<file path="config.mk">
export PLATFORM = sky130hd
export DESIGN_NAME = seg_mux_ctrl
export DESIGN_NICKNAME = d
export VERILOG_FILES = /design/src/rtl/seg_mux_ctrl.sv
export SDC_FILE = /design/constraint.sdc
export NUM_CORES = 1
export LEC_CHECK = 0
export BUFFER_PORTS_ARGS = -buffer_cell sky130_fd_sc_hd__buf_2
export CAP_MARGIN = 10
export CORE_MARGIN = 2
export CORE_UTILIZATION = 33
export DETAILED_ROUTE_END_ITERATION = 16
export MAX_ROUTING_LAYER = met4
export SKIP_CTS_REPAIR_TIMING = 1
export SLEW_MARGIN = 40
export SYNTH_ARGS = -nofsm -noshare
export SYNTH_HDL_FRONTEND = slang
export SYNTH_SLANG_ARGS = --single-unit
</file>
<file path="constraint.sdc">
create_clock -name clk -period 1.7 [get_ports clk]
set_clock_uncertainty 0.2 [all_clocks]
set_input_delay 0.34 -clock clk [delete_from_list [all_inputs] [get_ports clk]]
set_output_delay 0.34 -clock clk [all_outputs]
set_load 0.01 [all_outputs]
</file>
<file path="src/rtl/seg_mux_ctrl.sv">
// Time-multiplexed 7-segment digit scanner: blank dead-time, then drive each digit slot in turn.
// Optional leading-zero blanking is compiled in with `define SEG_MUX_LZB_EN.
module seg_mux_ctrl #(
  parameter int NUM_DIGITS   = 2,
  parameter int REFRESH_DIV  = 24000,
  parameter int BLANK_CYCLES = 240
) (
  input  logic                          clk,
  input  logic                          reset,
  input  logic [4*NUM_DIGITS-1:0]       digits,
  output logic [3:0]                    hex_sel,
  output logic [NUM_DIGITS-1:0]         an,
  output logic [$clog2(NUM_DIGITS)-1:0] digit_idx,
  output logic                          frame_tick
);

  localparam int IDX_W = $clog2(NUM_DIGITS);
  localparam int CNT_MAX = (REFRESH_DIV > BLANK_CYCLES) ? REFRESH_DIV : BLANK_CYCLES;
  localparam int CNT_W = $clog2(CNT_MAX + 1);
  localparam logic [CNT_W-1:0] DRIVE_LAST = CNT_W'(REFRESH_DIV - 1);
  localparam logic [CNT_W-1:0] BLANK_LAST = CNT_W'((BLANK_CYCLES > 0) ? BLANK_CYCLES - 1 : 0);
  localparam logic [IDX_W-1:0] IDX_LAST   = IDX_W'(NUM_DIGITS - 1);

  typedef enum logic {BLANK, DRIVE} state_t;

  state_t                  state, state_nxt;
  logic [CNT_W-1:0]        cnt, cnt_nxt;
  logic [IDX_W-1:0]        idx_nxt;
  logic [4*NUM_DIGITS-1:0] shadow;
  logic [4*NUM_DIGITS-1:0] shown;
  logic [NUM_DIGITS-1:0]   an_nxt;
  logic                    load_pending;
  logic                    slot_start, slot_start_nxt;
  logic                    snap;

`ifdef SEG_MUX_LZB_EN
  logic [NUM_DIGITS-1:0] lead_zero;
  logic                  zero_run;

  // lead_zero[i]: nibble i and every higher nibble are zero
  always_comb begin
    lead_zero = '0;
    zero_run  = 1'b1;
    for (int i = NUM_DIGITS - 1; i >= 0; i--) begin
      zero_run     = zero_run & (shadow[4*i +: 4] == 4'h0);
      lead_zero[i] = zero_run;
    end
  end
`endif

  always_comb begin
    state_nxt      = state;
    cnt_nxt        = cnt + 1'b1;
    idx_nxt        = digit_idx;
    slot_start_nxt = 1'b0;
    snap           = load_pending;
    an_nxt         = '1;
    case (state)
      BLANK: begin
        if (BLANK_CYCLES == 0 || cnt == BLANK_LAST) begin
          state_nxt = DRIVE;
          cnt_nxt   = '0;
        end
      end
      DRIVE: begin
        if (cnt == DRIVE_LAST) begin
          state_nxt      = (BLANK_CYCLES == 0) ? DRIVE : BLANK;
          cnt_nxt        = '0;
          slot_start_nxt = 1'b1;
          if (digit_idx == IDX_LAST) begin
            idx_nxt = '0;
            snap    = 1'b1;
          end else begin
            idx_nxt = digit_idx + 1'b1;
          end
        end
      end
      default: state_nxt = BLANK;
    endcase
    if (state_nxt == DRIVE) begin
`ifdef SEG_MUX_LZB_EN
      if (idx_nxt == '0 || !lead_zero[idx_nxt]) an_nxt[idx_nxt] = 1'b0;
`else
      an_nxt[idx_nxt] = 1'b0;
`endif
    end
  end

  always_ff @(posedge clk) begin
    if (reset) begin
      state        <= BLANK;
      cnt          <= '0;
      digit_idx    <= '0;
      an           <= '1;
      shadow       <= '0;
      load_pending <= 1'b1;
      slot_start   <= 1'b1;
    end else begin
      state        <= state_nxt;
      cnt          <= cnt_nxt;
      digit_idx    <= idx_nxt;
      an           <= an_nxt;
      load_pending <= 1'b0;
      slot_start   <= slot_start_nxt;
      if (snap) shadow <= digits;
    end
  end

  // First cycle after reset the snapshot is still in flight, so show the live value it is taking
  assign shown      = (load_pending && !reset) ? digits : shadow;
  assign hex_sel    = shown[{digit_idx, 2'b00} +: 4];
  assign frame_tick = !reset && slot_start && (digit_idx == '0);

endmodule

</file>
[Word level (Yosys, flattened, before mapping)]
Cells that the tools add are included.
Storage, ports and cells
  flip-flop bits (word level): 29
  bits of input ports: 10
  output and inout bits: 8
  word-level logic and storage cells: 42
Cells by class
  $add $sub $neg: 2
  magnitude comparators: 2
  equality and inequality tests: 2
  shift operators: 1
  multiplexer cells: 18
  bitwise gates (word level): 4
  reduce and logical (&&, ||, !) cells: 6
Operator list (count)
  $mux W15: 2
  $pmux W15 S2: 1
  $add A15 B1 Y15 const B: 1
  $eq A15 B15 Y1 const B: 1
  $eq A15 B8 Y1 const B: 1
  $mux W1: 12
  $mux W8: 1
  $shiftx A8 B4 Y4: 1
  $logic_and A1 B1 Y1: 4
  $not A1 Y1: 3
  $lt A1 B2 Y1 const B: 1
  $not A2 Y2: 1
  $pmux W1 S2: 1
  $reduce_or A2 Y1: 1
  $add A1 B1 Y1 const B: 1
  $demux W1 S1: 1
  $ge A1 B1 Y1 const B: 1
  $logic_not A1 Y1: 1

[Longest topological paths before layout]
  depth after elaboration: 9
  gate-level depth with buffers: 7
  mapped depth without buffers: 5

[Least setup slack after synthesis]
Ideal clock, no wire load.
  path kind: register -> output
  start: register load_pending
  end: output port hex_sel[0]
  arrival time: 1.335 ns
  required time: 1.160 ns
  path slack: -0.175 ns
  stages on the path, launching flop included: 3
  path buffers: 0
  path through: dfxtp_1 -> nor2b_1 -> mux4_2
Between the ends
  longest elaborated chain between the ends: 3
Ends and longest elaborated chain
  from (decl): line 32  | logic load_pending;
  from (signal assigned): line 96  | load_pending <= 1'b1;
  from (signal assigned): line 103  | load_pending <= 1'b0;
  $logic_and A1 B1 Y1: line 110  | assign shown = (load_pending && !reset) ? digits : shadow;
  $mux W8: line 110
  $shiftx A8 B4 Y4: line 111  | assign hex_sel = shown[{digit_idx, 2'b00} +: 4];
  to (decl): line 11  | output logic [3:0] hex_sel,
No other way between the ends.

[Final worst setup path]
  start: register load_pending
  end: output port hex_sel[1]
Same word-level chain as after synthesis.

==> impl_metrics.py <==
metrics = {
    "grt": {
        "grt_max_degree": 18,
        "grt_pass1_vias": 1022,
        "grt_overflow_total": 0,
        "antenna_found_initial": 0,
        "track_usage_pct": 13.47,
        "grt_first_pass_wirelength_mm": 4.388,
    },
    "sta": {
        "maxSlewHeadroom_pct": 76.95,
        "hold_violations": 0,
        "timing.final.ws_setup_ns": -0.3337,
        "max_freq_mhz": 491.7,
        "min_period_over_period_pct": 119.6,
        "worst_slew_pin_slew_ns": 0.3439,
        "fin_tns_setup_ns": -1.298,
        "setup_viol": 4,
        "period_needed_ns": 2.034,
        "drv_slew": 0,
        "rsz0062_at_grt": "yes",
    },
    "yosys": {
        "synth.cells.most_frequent": "dfxtp_1, nand2_1, nor2_2, mux2i_1",
        "yosys.cell_types.count": 34,
        "synth_edf_count": 0,
        "yosysWarnings": 0,
        "synth-async-reset-ratio_pct": 0,
        "syn-num-nets": 149,
        "syn_inst": 138,
        "yosysTopAreaCell": "dfxtp_1",
        "synth_most_common_cell": "dfxtp_1",
        "ys_seq_elements": 29,
        "synth_ff_type": "dfxtp_1",
        "synth_top_area_share_pct": 42.88,
        "ys_seq_area_share_pct": 42.88,
        "synthesis.area_sq_um": 1354,
        "synth.avg_cell_area_sq_um": 9.810,
        "ys_top_cells_by_area": "dfxtp_1, mux4_2, mux2i_1, nand2_1, nor2_2",
    },
    "power_and_ir_drop": {
        "clock_power_share_pct": 38.6,
        "p_per_area_nw_per_um2": 773.8,
        "p_int_w": 0.001058,
        "power.switching_w": 0.0003227,
        "total_power_w": 0.001381,
        "p_leak_nw": 0.6965,
        "combPwrFrac_pct": 9.8,
        "ir_drop_mv": 0.4091,
        "seqPwrFrac_pct": 51.7,
        "p_sw_share_pct": 23.37,
    },
    "run": {
        "drv_cap": 0,
    },
    "final_layout": {
        "fin_nets": 186,
        "multiInputGateArea_sq_um": 773.2,
        "drive_gt1_share_pct": 41.48,
        "antenna_cells": 0,
        "area_delta_synth_final_pct": 31.79,
        "seq_area_sq_um": 589.3,
        "nFillCells": 381,
    },
    "drt": {
        "detail_route.wl_per_cell_um": 12.19,
        "first_iter_violations": 36,
        "viasPerCell": 4.823,
        "final_antenna_net_count": 0,
        "dr.pass1.iters": 4,
        "route.detailed.drc": 0,
        "wirelength_mm": 2.756,
        "vias": 1090,
    },
    "cts": {
        "root_buffer": "clkbuf_8",
        "clk_pin_slew_ns": 0.06,
        "clk-insertion-delay-late_ns": 0.27,
        "cts_buffers": 5,
        "htree_levels": 2,
        "clk_path_buf_depth": 2,
        "cts_tree": "built",
        "cts_num_sinks": 29,
    },
    "setup_path": {
        "critPathKind": "flip-flop to primary output",
        "critPathTopFamily": "multiplexers",
        "slowest_delay_ns": 0.54,
        "slowest_stage": "mux4_2",
        "endpoint_kind": "primary output",
        "start_kind": "flip-flop",
        "required_ns": 1.16,
        "path_cells": "nor2b_4, mux4_2, buf_6",
        "path_buf_inv": 1,
        "crit_path_max_fanout": 4,
        "worstPathArrival_ns": 1.49,
    },
    "run_status": {
        "status": "complete, but fails checks",
        "violations": "negative setup slack",
    },
    "min_path": {
        "hp-class": "primary input to flip-flop",
    },
    "die": {
        "ios": 18,
        "dieWidth_um": 68.05,
        "initial_core_util_pct": 34.09,
        "placement_rows": 23,
        "dieArea_sq_um": 4631,
        "core-area_sq_um": 3971,
        "die_y_um": 68.05,
    },
    "placement": {
        "gp_congestion": 0.7451,
        "io_buffers": 17,
        "hpwl_mm": 2.015,
    },
}
==> sequential cells by signal, summed over array words and instances, names as in the netlist <==
name and flops:
cnt 15, shadow 8, an 2, digit_idx 1
load_pending 1, slot_start 1, state 1
==> logic make-up (layout without fill, tap and decap cells) <==
group / count (synthesis) / in the layout / share of synthesized area [%]
xor+xnor: 12 / 12 / 7.763
simple gates: 67 / 67 / 26.90
fa+ha+maj: 1 / 1 / 0.9241
flops: 29 / 29 / 42.88
buf+inv: 9 / 47 / 3.512
mux: 12 / 12 / 12.57
compound gates: 8 / 8 / 5.452
==> layout make-up <==
type	instances	area share, %
repair buffers	36	14.87
clock inverters	2	0.5610
clock buffers	6	4.067
well taps	50	3.506
multi-input cells	100	43.34
flip-flops and latches	29	33.03
inverters	3	0.6311
==> path summary, 6_finish.rpt <==
| kind | start | to | slack (ns) | cells past startpoint |
|---|---|---|---|---|
| max | load_pending | hex_sel[1] | -0.33 | 3 |
| min | digits[5] | shadow[5] | 0.12 | 3 |
| max reg2reg | cnt[1] | digit_idx | 0.02 | 5 |
| min reg2reg | shadow[6] | shadow[6] | 0.26 | 2 |
==> metrics by stage <==
step,cells,setup WS [ns],utilization [%],hold slack [ns],area [sq um]
2_1_floorplan,138,-0.04273,-,0.1677,1385
3_3_place_gp,215,-0.1634,41.24,0.2420,1638
3_5_place_dp,215,-0.1826,41.24,0.2538,1638
4_1_cts,223,-0.3715,43.32,0.1051,1720
5_1_grt,226,-0.4128,44.93,0.1214,1784
6_report,226,-0.3337,44.93,0.1154,1784
==> power by group through the flow <==
stage / clock network [W] / logic (W) / registers [W]
final: 0.000532 / 0.000135 / 0.000713
after global placement: 0 / 0.000120 / 0.000728
after global routing: 0.000589 / 0.000148 / 0.000715
after floorplan: 0 / 0.0000727 / 0.000728
after detailed placement: 0 / 0.000125 / 0.000730
after CTS: 0.000550 / 0.000125 / 0.000715
==> worst reg2reg max path, stage by stage (launching register included) <==
cell and delay, ns:
dfxtp_2 0.35, ha_4 0.15, and3_4 0.22, nand4_1 0.17, or3_1 0.41, a21oi_1 0.13
==> layer usage <==
layer | part of all wire, % | vias up | track usage (%)
met5 | 0 | - | -
met4 | 1.6 | 0 | 7.000
met3 | 5.7 | 5 | 4.276
met2 | 48 | 21 | 22.45
met1 | 44 | 504 | 14.26
li1 | - | 560 | -
==> layout by cell type, fill, tap and decap left out, drive strengths merged, types with 2 or more instances in the layout <==
| cell | instances |
|---|---|
| nor3 | 2 |
| mux4 | 4 |
| buf | 36 |
| nand4 | 6 |
| clkbuf | 6 |
| nand2 | 21 |
| xnor2 | 6 |
| nor4 | 3 |
| nor2 | 15 |
| xor2 | 6 |
| o21ai | 3 |
| clkinv | 3 |
| mux2i | 8 |
| and4 | 2 |
| or3 | 3 |
| and3 | 4 |
| dfxtp | 29 |
| inv | 2 |
| a21oi | 2 |
| nand3 | 5 |
Power figures use the tool's default switching activity.
